### src/rtl/gray_pkg.sv
// rtl/gray_pkg.sv - shared Gray-code state encodings and conversion helper
package gray_pkg;

   typedef enum logic [1:0] {
      ST_IDLE  = 2'd0,
      ST_TRACK = 2'd1,
      ST_ERROR = 2'd2
   } state_t;

   localparam int GRAY_MAX_W = 32;

   // Width-generic: narrower codes are zero-extended, and zero high bits
   // leave the XOR-prefix result of the low bits unchanged.
   function automatic logic [GRAY_MAX_W-1:0] gray_to_bin(input logic [GRAY_MAX_W-1:0] g);
      logic [GRAY_MAX_W-1:0] b;
      b = g;
      for (int s = 1; s < GRAY_MAX_W; s = s * 2) begin
         b = b ^ (b >> s);
      end
      return b;
   endfunction

endpackage

### src/rtl/gray2bin.sv
// rtl/gray2bin.sv - combinational XOR-prefix Gray to binary converter
module gray2bin #(
   parameter int WIDTH = 3
) (
   input  logic [WIDTH-1:0] gray,
   output logic [WIDTH-1:0] bin
);

   // Each binary bit is the XOR of its Gray bit and every Gray bit above it;
   // written as a reduction so there is no self-referencing chain.
   for (genvar i = 0; i < WIDTH; i++) begin : g_bit
      assign bin[i] = ^(gray >> i);
   end

endmodule

### src/rtl/gray_decoder.sv
// rtl/gray_decoder.sv - registered Gray decoder with forward-count legality monitor
module gray_decoder
   import gray_pkg::*;
#(
   parameter int WIDTH = 3,
   parameter int CNT_W = 8
) (
   input  logic             Clk,
   input  logic             Reset,
   input  logic             Clear,
   input  logic             In_valid,
   input  logic [WIDTH-1:0] Gray_in,
   output logic [WIDTH-1:0] Bin_out,
   output logic             Out_valid,
   output logic             Wrap,
   output logic             Step_err,
   output logic             Err_sticky,
   output logic [CNT_W-1:0] Wrap_count,
   output logic [1:0]       State
);

   localparam logic [WIDTH-1:0] BIN_MAX  = {WIDTH{1'b1}};
   localparam logic [WIDTH-1:0] BIN_ONE  = WIDTH'(1);
   localparam logic [WIDTH-1:0] BIN_ZERO = '0;
   localparam logic [CNT_W-1:0] CNT_MAX  = {CNT_W{1'b1}};

   state_t           state_q, state_d;
   logic [WIDTH-1:0] bin_q, bin_d;
   logic             out_valid_d, wrap_d, step_err_d, sticky_d;
   logic [CNT_W-1:0] count_d;
   logic [WIDTH-1:0] bin_new;
   logic [WIDTH-1:0] diff;

   gray2bin #(.WIDTH(WIDTH)) u_gray2bin (
      .gray (Gray_in),
      .bin  (bin_new)
   );

   // bin_q doubles as the previous accepted value: both always update together.
   assign diff = bin_new - bin_q;

   // Next-state, output and counter decisions for the current sample.
   always_comb begin
      state_d     = state_q;
      bin_d       = bin_q;
      out_valid_d = 1'b0;
      wrap_d      = 1'b0;
      step_err_d  = 1'b0;
      sticky_d    = Err_sticky;
      count_d     = Wrap_count;
      if (Clear) begin
         state_d  = ST_IDLE;
         sticky_d = 1'b0;
         count_d  = '0;
      end else if (In_valid) begin
         bin_d       = bin_new;
         out_valid_d = 1'b1;
         case (state_q)
            ST_IDLE: begin
               state_d = ST_TRACK;
            end
            ST_TRACK: begin
               if (diff == BIN_ZERO) begin
                  state_d = ST_TRACK;
               end else if (diff == BIN_ONE) begin
                  if (bin_q == BIN_MAX) begin
                     wrap_d = 1'b1;
                     if (Wrap_count != CNT_MAX) begin
                        count_d = Wrap_count + CNT_W'(1);
                     end
                  end
               end else begin
                  step_err_d = 1'b1;
                  sticky_d   = 1'b1;
                  state_d    = ST_ERROR;
               end
            end
            default: begin
               state_d = ST_ERROR;
            end
         endcase
      end
   end

   // State and output registers; reset is asynchronous and overrides the clock.
   always_ff @(posedge Clk or negedge Reset) begin
      if (!Reset) begin
         state_q    <= ST_IDLE;
         bin_q      <= '0;
         Out_valid  <= 1'b0;
         Wrap       <= 1'b0;
         Step_err   <= 1'b0;
         Err_sticky <= 1'b0;
         Wrap_count <= '0;
      end else begin
         state_q    <= state_d;
         bin_q      <= bin_d;
         Out_valid  <= out_valid_d;
         Wrap       <= wrap_d;
         Step_err   <= step_err_d;
         Err_sticky <= sticky_d;
         Wrap_count <= count_d;
      end
   end

   assign Bin_out = bin_q;
   assign State   = state_q;

endmodule

### config.mk
export PLATFORM = sky130hd
export DESIGN_NAME = gray_decoder
export DESIGN_NICKNAME = d
export VERILOG_FILES = /design/src/rtl/gray_pkg.sv /design/src/rtl/gray2bin.sv /design/src/rtl/gray_decoder.sv
export SDC_FILE = /design/constraint.sdc
export NUM_CORES = 1
export LEC_CHECK = 0
export BUFFER_PORTS_ARGS = -buffer_cell sky130_fd_sc_hd__buf_2
export CORE_ASPECT_RATIO = 0.5
export CORE_UTILIZATION = 35
export CTS_CLUSTER_DIAMETER = 150
export DETAILED_ROUTE_END_ITERATION = 16
export HOLD_SLACK_MARGIN = 0.06
export SYNTH_ARGS = -nofsm -noshare
export SYNTH_HDL_FRONTEND = slang
export SYNTH_SLANG_ARGS = --single-unit
### constraint.sdc
create_clock -name Clk -period 5.8 [get_ports Clk]
set_input_delay 0.58 -clock Clk [delete_from_list [all_inputs] [get_ports Clk]]
set_output_delay 0.58 -clock Clk [all_outputs]
set_load 0.05 [all_outputs]
==> impl_metrics.toml <==
[run_status]
status = "finished clean"

[logic_synthesis]
synthArstFlopShare_pct = 100
ys_top_cells_by_area = "dfrtp_1, a21oi_1, o31ai_1"
yosysMostFrequentCell = "dfrtp_1"
avgSynthCellArea_sq_um = 10.3
synth_edf_count = 0
synth_ff_type = "dfrtp_1"
syn_inst = 88
synth_common_cells = "dfrtp_1, a21oi_1, inv_1, nor2_1, o21ai_0"
yosysUniqueCellTypes = 30
ys_seq_area_share_pct = 46.8
netlist.area_leader.share_pct = 46.8
ys_seq_elements = 17
synthesis.nets = 98
yosys.area.top_type = "dfrtp_1"
yosys_warnings = 0
synth_area_sq_um = 908

[clock_network]
cts_resized = 0
cts_buffers = 3
clk_latency_ns = 0.26
clockBufferDepth = 2
cts_tree = "built"
cts_hold_buf = 0
cts.clk_slew.worst_paths_ns = 0.08
cts_sinks = 17
cts-root-buf = "clkbuf_8"
htreeDepth = 1
cts_setup_buffers = 0

[critical_path]
crit_family = "XOR/XNOR gates"
r2r-start = "Bin_out[0]"
slowest_delay_ns = 0.37
r2r_end = "Wrap_count[7]"
endpoint_kind = "flip-flop"
rrSetupSlack_ns = 3.46
startpoint = "Gray_in[2]"
critPathKind = "in2reg"
worstPathRequired_ns = 5.95
critPathCapture = "Wrap_count[7]"
cpMaxStageDelayCell = "mux2_2"
start_kind = "primary input"
path_depth = 10
cp_max_fo = 5
critPathArrivalTime_ns = 3.02
crit_chain = "buf_2, xor2_1, xnor2_1, ha_1, inv_1, fa_1, xnor3_1, or2_2, nor4_1, mux2_2"
path_buf_inv = 2
rr_worst_depth = 7

[min_path]
hold_class = "in2async"

[placement]
place_congestion = 0.685
dp_hpwl_um = 1380
port_buffers = 23
dp_slack_ns = 2.64

[drt]
wl_per_cell_um = 12.8
vias_per_cell = 4.99
wirelength_um = 1890
postRouteAntennaNets = 0
drcViolationCount = 0
vias = 734
dr.pass1.iters = 5
drt-initial-drc-count = 50

[pwr]
p_int_uw = 200
power_frac_comb_pct = 25.5
pwr-share-clk_pct = 31.1
seqPwrFrac_pct = 43.4
ir_worst_vdd_uv = 124
p_leak_nw = 0.506
p_sw_uw = 102
pwr_density_cell_nw_per_um2 = 275
sw_frac_of_total_pct = 33.8

[sta]
tns_ns = 0
finalHoldViolations = 0
skew_ns = 0.00844
rsz0062_at_grt = "no"
holdWs_ns = 0.229
max_freq_mhz = 349
layout_setup_ws_ns = 2.93
period_needed_ns = 2.87
slew_headroom_pct = 66.7
finalMaxSlewViolations = 0
worstMarginPinSlew_ns = 0.496
setup_violations = 0
min_period_over_period_pct = 49.5

[layout]
drive_gt1_share_pct = 28.6
fin_util_pct = 47.2
fin_nets = 123
antennaDiodeCount = 0
area_growth_pct = 20.8

[job]
max_cap_viol_count = 0

[grt]
grt_pass1_vias = 664
antenna_found_initial = 0
grt_max_degree = 18
grt_pass1_wl_um = 2990
grt_usage_pct = 14.9
grt_overflow = 0

[floorplan]
io_pins = 24
initial_utilization_pct = 39.0
core-area_sq_um = 2330
placementRows = 12
die_area_sq_um = 2820
fp.dieH_um = 38.0
die-width_um = 74.0
## logic make-up (layout without fill, tap and decap cells)
group,Yosys count,count (layout),synth area share [%]
adders and majority gates,3,3,4.96
muxes,2,2,2.48
buffers and inverters,8,32,4.13
and+or+nand+nor,32,32,22.3
AOI/OAI and AO/OA,23,23,14.9
xor gates and xnor gates,3,3,4.41
DFF,17,17,46.8
## per-layer routing
| layer | part of all wire (%) | global-route usage, % | vias up |
|---|---|---|---|
| li1 | - | - | 371 |
| met1 | 50 | 19.0 | 339 |
| met4 | 1.7 | 5.77 | 0 |
| met5 | 0 | 0 | - |
| met2 | 43 | 23.9 | 20 |
| met3 | 5.1 | 5.00 | 4 |
## power by group through the flow
stage          clock network (mW)  logic (mW)  registers (mW)
3_3_place_gp                    0      0.0763           0.133
3_5_place_dp                    0      0.0776           0.133
4_1_cts                    0.0961      0.0780           0.131
5_1_grt                    0.0991      0.0832           0.132
2_1_floorplan                   0      0.0360           0.154
6_report                   0.0939      0.0769           0.131
## placed cells by master (no fill, tap or decap), types with 2 or more instances in the layout
cell,instances
and2_1,2
or3_1,3
inv_1,5
or2_2,2
nor2_1,5
buf_2,23
a21oi_1,9
o31ai_1,4
nor3_1,2
mux2_2,2
or4_1,4
a31oi_1,2
dfrtp_1,17
nand2_1,4
ha_1,2
nor2b_1,3
o21ai_0,5
o2111ai_1,2
clkbuf_8,3
nand4_1,2
## worst min path at each step
stage | cells after the start | to | slack (ns) | from
global placement | 2 | Err_sticky | 0.49 | Err_sticky
global route | 1 | Step_err | 0.26 | Reset
CTS | 1 | Bin_out[1] | 0.24 | Reset
detailed placement | 1 | Wrap | 0.51 | State[1]
floorplan | 0 | Bin_out[0] | 0.28 | Reset
finish | 1 | Step_err | 0.23 | Reset
## flip-flops by register name, indices dropped and copies added (netlist names)
name	flops
Out_valid	1
Wrap_count	8
State	2
Err_sticky	1
Wrap	1
Step_err	1
Bin_out	3
## cell type report
class,count,area [sq um]
fill,230,1230
multi-input combinational,63,445
sequential,17,425
timing repair buffer,23,115
tap,35,43.8
clock buffer,3,41.3
inverter,5,18.8
clock inverter,1,7.51
## per-stage QoR
stage | cell area, sq um | cells | total power, mW
floorplan | 908 | 88 | 0.190
global placement | 1050 | 143 | 0.209
detailed placement | 1050 | 143 | 0.211
CTS | 1100 | 147 | 0.305
global route | 1100 | 147 | 0.314
finish | 1100 | 147 | 0.302
(Power assumes the default switching activity.)
